### src/rtl/clock_display_driver.sv
// Time-of-day clock with a 6-digit multiplexed common-anode seven-segment driver.
// clk_1hz advances an HH:MM:SS BCD count and clk_1k steps the digit scan.
// Both inputs are asynchronous to Clk_50M and are turned into one-cycle ticks.
module clock_display_driver #(
    parameter int         HR_MAX  = 23,
    parameter logic [5:0] DP_MASK = 6'b010100
) (
    input  logic       Clk_50M,
    input  logic       Rst_n,
    input  logic       clk_1hz,
    input  logic       clk_1k,
    input  logic       en,
    input  logic       clr,
    output logic [5:0] sel,
    output logic [7:0] seg,
    output logic       day_tick
);

    localparam logic [3:0] HR_T_MAX = 4'(HR_MAX / 10);
    localparam logic [3:0] HR_U_MAX = 4'(HR_MAX % 10);

    // Bit 0 is the first synchroniser stage, bit 2 the edge-detect history.
    logic [2:0] hz_sync;
    logic [2:0] k_sync;
    logic       sec_tick;
    logic       scan_tick;

    logic [3:0] sec_u, sec_t, min_u, min_t, hr_u, hr_t;
    logic [2:0] idx;
    logic [3:0] digit;
    logic [6:0] seg7;
    logic [7:0] dp_bits;

    logic sec_u_max, sec_t_max, min_u_max, min_t_max, hr_max_hit, day_wrap;

    // Synchronise both slow clocks and keep one extra stage for rise detection.
    always_ff @(posedge Clk_50M or negedge Rst_n) begin
        if (!Rst_n) begin
            hz_sync <= 3'b000;
            k_sync  <= 3'b000;
        end else begin
            hz_sync <= {hz_sync[1:0], clk_1hz};
            k_sync  <= {k_sync[1:0], clk_1k};
        end
    end

    assign sec_tick  = hz_sync[1] & ~hz_sync[2];
    assign scan_tick = k_sync[1] & ~k_sync[2];

    assign sec_u_max  = (sec_u == 4'd9);
    assign sec_t_max  = (sec_t == 4'd5);
    assign min_u_max  = (min_u == 4'd9);
    assign min_t_max  = (min_t == 4'd5);
    assign hr_max_hit = (hr_t == HR_T_MAX) && (hr_u == HR_U_MAX);
    assign day_wrap   = sec_u_max && sec_t_max && min_u_max && min_t_max && hr_max_hit;

    // Time counter: clear wins over a tick; disabled ticks are simply dropped.
    always_ff @(posedge Clk_50M or negedge Rst_n) begin
        if (!Rst_n) begin
            sec_u    <= 4'd0;
            sec_t    <= 4'd0;
            min_u    <= 4'd0;
            min_t    <= 4'd0;
            hr_u     <= 4'd0;
            hr_t     <= 4'd0;
            day_tick <= 1'b0;
        end else if (clr) begin
            sec_u    <= 4'd0;
            sec_t    <= 4'd0;
            min_u    <= 4'd0;
            min_t    <= 4'd0;
            hr_u     <= 4'd0;
            hr_t     <= 4'd0;
            day_tick <= 1'b0;
        end else if (sec_tick && en) begin
            day_tick <= day_wrap;
            if (!sec_u_max) begin
                sec_u <= sec_u + 4'd1;
            end else begin
                sec_u <= 4'd0;
                if (!sec_t_max) begin
                    sec_t <= sec_t + 4'd1;
                end else begin
                    sec_t <= 4'd0;
                    if (!min_u_max) begin
                        min_u <= min_u + 4'd1;
                    end else begin
                        min_u <= 4'd0;
                        if (!min_t_max) begin
                            min_t <= min_t + 4'd1;
                        end else begin
                            min_t <= 4'd0;
                            if (hr_max_hit) begin
                                hr_u <= 4'd0;
                                hr_t <= 4'd0;
                            end else if (hr_u == 4'd9) begin
                                hr_u <= 4'd0;
                                hr_t <= hr_t + 4'd1;
                            end else begin
                                hr_u <= hr_u + 4'd1;
                            end
                        end
                    end
                end
            end
        end else begin
            day_tick <= 1'b0;
        end
    end

    // Scan index walks 0..5; an illegal 6/7 is pulled back to 0 on the next edge.
    always_ff @(posedge Clk_50M or negedge Rst_n) begin
        if (!Rst_n) begin
            idx <= 3'd0;
        end else if (idx > 3'd5) begin
            idx <= 3'd0;
        end else if (scan_tick) begin
            idx <= (idx == 3'd5) ? 3'd0 : idx + 3'd1;
        end
    end

    // Pick the BCD digit shown at the current scan position.
    always_comb begin
        digit = sec_u;
        case (idx)
            3'd0:    digit = sec_u;
            3'd1:    digit = sec_t;
            3'd2:    digit = min_u;
            3'd3:    digit = min_t;
            3'd4:    digit = hr_u;
            3'd5:    digit = hr_t;
            default: digit = 4'd0;
        endcase
    end

    // Active-low g..a pattern for one BCD digit; non-decimal codes blank.
    always_comb begin
        seg7 = 7'h7F;
        case (digit)
            4'd0:    seg7 = 7'h40;
            4'd1:    seg7 = 7'h79;
            4'd2:    seg7 = 7'h24;
            4'd3:    seg7 = 7'h30;
            4'd4:    seg7 = 7'h19;
            4'd5:    seg7 = 7'h12;
            4'd6:    seg7 = 7'h02;
            4'd7:    seg7 = 7'h78;
            4'd8:    seg7 = 7'h00;
            4'd9:    seg7 = 7'h10;
            default: seg7 = 7'h7F;
        endcase
    end

    // Padded so an illegal index reads an unlit decimal point.
    assign dp_bits = {2'b00, DP_MASK};

    // Register the display drive so the pins never glitch; reset blanks them.
    always_ff @(posedge Clk_50M or negedge Rst_n) begin
        if (!Rst_n) begin
            sel <= 6'h3F;
            seg <= 8'hFF;
        end else begin
            sel <= ~(6'd1 << idx);
            seg <= {~dp_bits[idx], seg7};
        end
    end

endmodule

### config.mk
export PLATFORM = sky130hd
export DESIGN_NAME = clock_display_driver
export DESIGN_NICKNAME = d
export VERILOG_FILES = /design/src/rtl/clock_display_driver.sv
export SDC_FILE = /design/constraint.sdc
export NUM_CORES = 1
export LEC_CHECK = 0
export CORE_MARGIN = 2
export CORE_UTILIZATION = 38
export CTS_BUF_LIST = sky130_fd_sc_hd__clkbuf_8
export CTS_CLUSTER_SIZE = 16
export DETAILED_ROUTE_END_ITERATION = 7
export GPL_TIMING_DRIVEN = 0
export PLACE_DENSITY = 0.54
export SETUP_SLACK_MARGIN = 0.5
export SYNTH_ARGS = -nofsm -noshare
export SYNTH_HDL_FRONTEND = slang
export SYNTH_SLANG_ARGS = --single-unit
### constraint.sdc
create_clock -name Clk_50M -period 3.4 [get_ports Clk_50M]
set_input_delay 0.51 -clock Clk_50M [delete_from_list [all_inputs] [get_ports Clk_50M]]
set_output_delay 0.51 -clock Clk_50M [all_outputs]
set_load 0.02 [all_outputs]
==> metrics.txt <==
status=completed; PnR worst setup slack=about 990 ps; number of synthesized flops with an enable pin=0; Residual DRC=0; Die W=86.7 µm; Initial Utilization=0.387; Compound-Gate Fraction of Synth Area=0.177; Final Power=approximately 1900 µW; R2R Setup Slk=a little under 1000 ps; Final Cycle Share=0.710; Synth Flop Type=dfrtp_1; worst r2r src=idx[0]; Req. time, crit path=3630 ps; Final Hold Vio Count=0; total track usage=0.151; final setup TNS=0 ps; sequential cell area=~0.0012 mm²; CTS max path bufs=2; Slew HR=0.582; ys async rst share=1.00; Max Cap Viol=0; Setup Fix Bufs, Post-CTS=0; Pleak=approximately 0.0013 µW; buffers added on ports=19; vias in the first global route=~1800; drt total wl=about 5200 µm; first-pass GRT wire length=between 8000 and 9000 µm; core area=between 0.006 and 0.007 mm²; syn_area_per_cell=approximately 11 µm²; Max rail drop VDD=roughly 0.22 mV; unrepaired setup endpoints after global routing=no; HPWL Detailed=slightly below 4000 µm; post-synth top area share=0.327; H-tree level count=2; Synth cell types=49; Synth Area in Adders=0.0770; Avg WL per Cell=~15 µm; Placed Cells=345; most frequent cells in the layout=dfrtp_1 (34), o21ai_0 (20), clkdlybuf4s50_1 (18), nand2_1 (17), ha_1 (16); Die Y=just under 90 µm; layout cells sized above 1=0.150; crit-path max FO=10; vias per inst=between 5 and 6; Worst R2R Path Depth=10; post-CTS sizing=0; FILL cells=around 640; syn nets=~270; TritonCTS clock tree=done; Final Non-Filler Cells=353; clock root buffer=clkbuf_8; Rows=30; top post-synthesis cells by area=dfrtp_1 (33%), dfstp_2 (14%), ha_1 (7.7%); end of the critical path=seg[3]; DRT iter0 DRCs=67; grt ovf=0; cts bufs inserted=5; commonest non-fill, non-tap cell in the layout=dfrtp_1; CP endpoint kind=flop; worst clock skew=4.38 ps; CP Launch Point=idx[0]; yosys warns=0; final setup violation count=0; area taken by multi-input logic gates=roughly 0.0013 mm²; Critical Path AT=around 2700 ps; Post-Synthesis Cells=roughly 250; CTS sink count=between 40 and 50; antenna-violating nets left=0; Clock Latency Late Sink=approximately 300 ps; Pre-Repair DR Iteration Count=4; die area=~0.0075 mm²; Placer Congestion=about 0.78; antenna violations before repair=0; final net count=just under 300; final worst path period need=2410 ps; DR vias=~1800; IO Pins=21; Slew @ Worst Pin=between 600 and 700 ps; Fmax=~410 MHz; largest net degree at the start of global routing=30; number of diodes=0; PwrDens=624 mW/mm²; Synth Area in Simple Gates=0.181; XOR/XNOR share of the synthesized area=0.0236; largest family of logic cells by synthesized area=simple AND/OR/NAND/NOR gates; final slew viol count=0; worst slack, placed=about 950 ps; area added between synthesis and finish=16.2%; post-synth top area cell=dfrtp_1; HP Class=primary input to asynchronous set/reset pin; post-synthesis mux area share=0.0385; FF-to-FF End=seg[3]; Setup crit start kind=flop; register bit total from synthesis=48; clock-pin slew on the worst setup and hold paths=around 90 ps; sequential share of the synthesized area=0.469; CTS Hold Bufs=0; critical path type=flop to flop; synthesized area=0.00260 mm²
## metal layers
layer  vias up  share of wire  global-route usage
li1        930              -                   -
met1       879           0.51               0.209
met2        27           0.46               0.240
met3         4          0.025              0.0314
met4         0         0.0082              0.0426
met5         -              0                   0
## how the worst min path moves through the flow
stage | end | depth (start not counted) | startpoint | slack (ps)
after floorplan | day_tick | 0 | Rst_n | 210
after global placement | k_sync[1] | 0 | k_sync[0] | 330
after detailed placement | k_sync[1] | 0 | k_sync[0] | 340
after CTS | k_sync[1] | 1 | Rst_n | 160
after global routing | k_sync[2] | 1 | Rst_n | 180
final | k_sync[1] | 1 | Rst_n | 150
## Yosys cell counts, types with 3 or more instances
library cell / n
dfrtp_1: 34
o21ai_0: 20
nand2_1: 17
ha_1: 16
nor2_1: 15
dfstp_2: 14
inv_1: 14
a21oi_1: 8
nand2b_1: 8
o31ai_1: 8
nor2b_1: 7
nand3_1: 6
a2bb2oi_1: 5
and2_1: 5
and3b_1: 4
mux2i_1: 4
o22ai_1: 4
or3_1: 4
xor2_1: 4
a221oi_4: 3
mux2_2: 3
nand3b_1: 3
nand4_1: 3
nor3_1: 3
xnor2_1: 3
## per-stage QoR
| step | util | hold slack (ps) | area [µm²] |
|---|---|---|---|
| 6_report | 0.449 | 151 | 3020 |
| 3_3_place_gp | 0.430 | 334 | 2890 |
| 3_5_place_dp | 0.432 | 338 | 2900 |
| 2_1_floorplan | - | 214 | 2600 |
| 5_1_grt | 0.449 | 179 | 3020 |
| 4_1_cts | 0.449 | 157 | 3020 |
## worst max-delay path, stage by stage (launching register included)
cell and delay (ps):
dfrtp_1 360, buf_2 180, and2_1 170, ha_1 270
inv_1 110, o22ai_1 120, a221oi_4 390, ha_1 220
inv_1 40, mux2_1 310, a2bb2oi_1 170
## cells by family after synthesis
group,count (synthesis)
and+or+nand+nor,84
DFF,48
buffers and inverters,21
muxes,9
xor gates and xnor gates,7
AOI/OAI and AO/OA,60
adders and majority gates,16
## flip-flops by register name, indices dropped and copies added, names as in the netlist
register	cells
day_tick	1
hr_t	4
hr_u	4
hz_sync	3
idx	3
k_sync	3
min_t	4
min_u	4
sec_t	4
sec_u	4
seg	8
sel	6
## area by class of cell
cell class | count | area share
Clock buffer | 5 | 0.0228
Inverter | 14 | 0.0174
Clock inverter | 3 | 0.0153
Tap cell | 80 | 0.0332
Buffer | 7 | 0.0124
Sequential cell | 48 | 0.404
Timing Repair Buffer | 20 | 0.0680
Multi-Input combinational cell | 176 | 0.427
## report_power, final
| group | internal [µW] | switching [µW] |
|---|---|---|
| clock | 222 | 208 |
| sequential | 707 | 59.7 |
| combinational | 304 | 382 |
No activity file was read; power rests on OpenSTA's default activity.
==> variant: new RTL, config.mk and constraints unchanged <==
Put one more register stage on the output `seg`, without a reset. The value now appears one clock later. The other outputs are not delayed to match.
--- a/src/rtl/clock_display_driver.sv
+++ b/src/rtl/clock_display_driver.sv
@@ -20,2 +20,4 @@
     localparam logic [3:0] HR_U_MAX = 4'(HR_MAX % 10);
+
+    logic [7:0] seg_s0;
 
@@ -160,7 +162,11 @@
             sel <= 6'h3F;
-            seg <= 8'hFF;
+            seg_s0 <= 8'hFF;
         end else begin
             sel <= ~(6'd1 << idx);
-            seg <= {~dp_bits[idx], seg7};
+            seg_s0 <= {~dp_bits[idx], seg7};
         end
+    end
+
+    always_ff @(posedge Clk_50M) begin
+        seg <= seg_s0;
     end
Function: changed (Yosys sat finds a counterexample within 4 cycles, from zero or initial values and one cycle with Rst_n low).
==> variant against the original RTL <==
- design area up 4.1%
- synthesized area up 4.3%
- critical endpoint is now seg_s0[4]
- clock power down 11%
- sequential cell count up 8
- worst setup slack worse by 0.090 ns
- sequential share of layout area up 3.5 points
- wire length down 2.9%
- worst hold slack worse by 0.022 ns
- power up 7.1%
- first-iteration DRC count down 7.5%
- final cell count up 6.5%
- highest routed layer unchanged
- count of clock-buffer cells in the layout unchanged
==> variant: results <==
[outcome]
status = "finished, final reports clean"

[cts]
htree_levels = 2
cts_buffer_depth = 2
cts_inserted_buffers = 5
clkTransAtPathRegs_ns = 0.11
clk_latency_ns = 0.32

[cells_and_area]
fill_cells = 687
layout.nets = 301
largest_registers = "seg: 8 flops, seg_s0: 8 flops, sel: 6 flops"
drive_gt1_frac = 0.161

[grt]
grt_pass1_vias = 1788
grtUsageTotal = 0.144
grt_max_degree = 33
grt_pass1_wl_mm = 8.67

[logic_synthesis]
ys_types = 53
synth_seq_cells = 56
synthArstFlopShare = 0.857
yosysSeqAreaShare = 0.509
synth_xor_area_frac = 0.0194
synth_common_cells = "dfrtp_1, ha_1, nor2_1"
syn-num-nets = 273
synth_fa_ha_area_frac = 0.0739
synthTopCellsByArea = "dfrtp_1, dfstp_2, ha_1"
synth_compound_area_frac = 0.143
synth.area.mux_share = 0.0429

[setup_path]
path_delay_family = "flip-flops"
criticalPathCategory = "register to register"
max_stage_delay_ns = 0.51
worstPathArrival_ns = 2.75
r2r_end = "seg_s0[4]"
r2r_cells = 8
r2r_setup_slack_ns = 0.90
slowest_stage = "dfrtp_1"
reg2reg_from = "idx[0]"
worst-path-max-fanout = 10

[place]
numPortBuffers = 20
hpwl_mm = 3.70
placed_area_um2 = 3050
place_congestion = 0.775

[pwr]
irDropWorstVdd_uv = 221
p_leak_uw = 0.00132

[timing]
relSlewSlack = 0.488
clock_skew_ns = 0.0147

[routing]
wl_per_cell_um = 13.5
firstDrtPassIters = 4
viasPerCell = 4.93
first_iter_violations = 62

[hold_path]
hold_path.class = "input port to async pin"
variant: worst min path at each step:
stage          startpoint          to  slack, ns  cells after the start
3_5_place_dp    k_sync[0]   k_sync[1]       0.34                      0
5_1_grt             Rst_n    sec_u[2]       0.15                      1
6_report            Rst_n   k_sync[0]       0.13                      1
3_3_place_gp   hz_sync[0]  hz_sync[1]       0.33                      0
2_1_floorplan       Rst_n    day_tick       0.21                      0
4_1_cts             Rst_n    sec_u[2]       0.13                      1
variant: metal layers:
| metal | GRT usage | part of all wire | wire length, um | up-vias |
|---|---|---|---|---|
| met5 | 0 | 0 | 0 | - |
| met4 | 0.0441 | 0.012 | 60 | 0 |
| met3 | 0.0289 | 0.027 | 136 | 5 |
| met2 | 0.224 | 0.45 | 2260 | 27 |
| met1 | 0.203 | 0.52 | 2610 | 871 |
| li1 | - | - | - | 950 |
variant: power by group:
part           switching, uW  leakage [uW]  total, uW  internal, uW
combinational            379      0.000620        702           324
sequential              90.8      0.000654        933           842
clock                    230     0.0000495        382           151
variant: per-stage QoR:
stage	hold WS, ns	worst slack [ns]	cells	utilization
floorplan	0.214	1.18	251	-
global placement	0.332	0.376	367	0.444
detailed placement	0.339	0.770	368	0.446
CTS	0.131	0.755	376	0.459
global route	0.146	0.685	376	0.460
finish	0.129	0.896	376	0.460
variant: layout make-up:
type / count / area [um^2] / area share
Clock inverter: 3 / 23.8 / 0.00756
Timing Repair Buffer: 21 / 215 / 0.0684
Sequential cell: 56 / 1380 / 0.439
Multi-Input combinational cell: 173 / 1250 / 0.397
Buffer: 8 / 36.3 / 0.0115
Inverter: 14 / 52.6 / 0.0167
Clock buffer: 5 / 68.8 / 0.0219
Tap cell: 96 / 120 / 0.0382
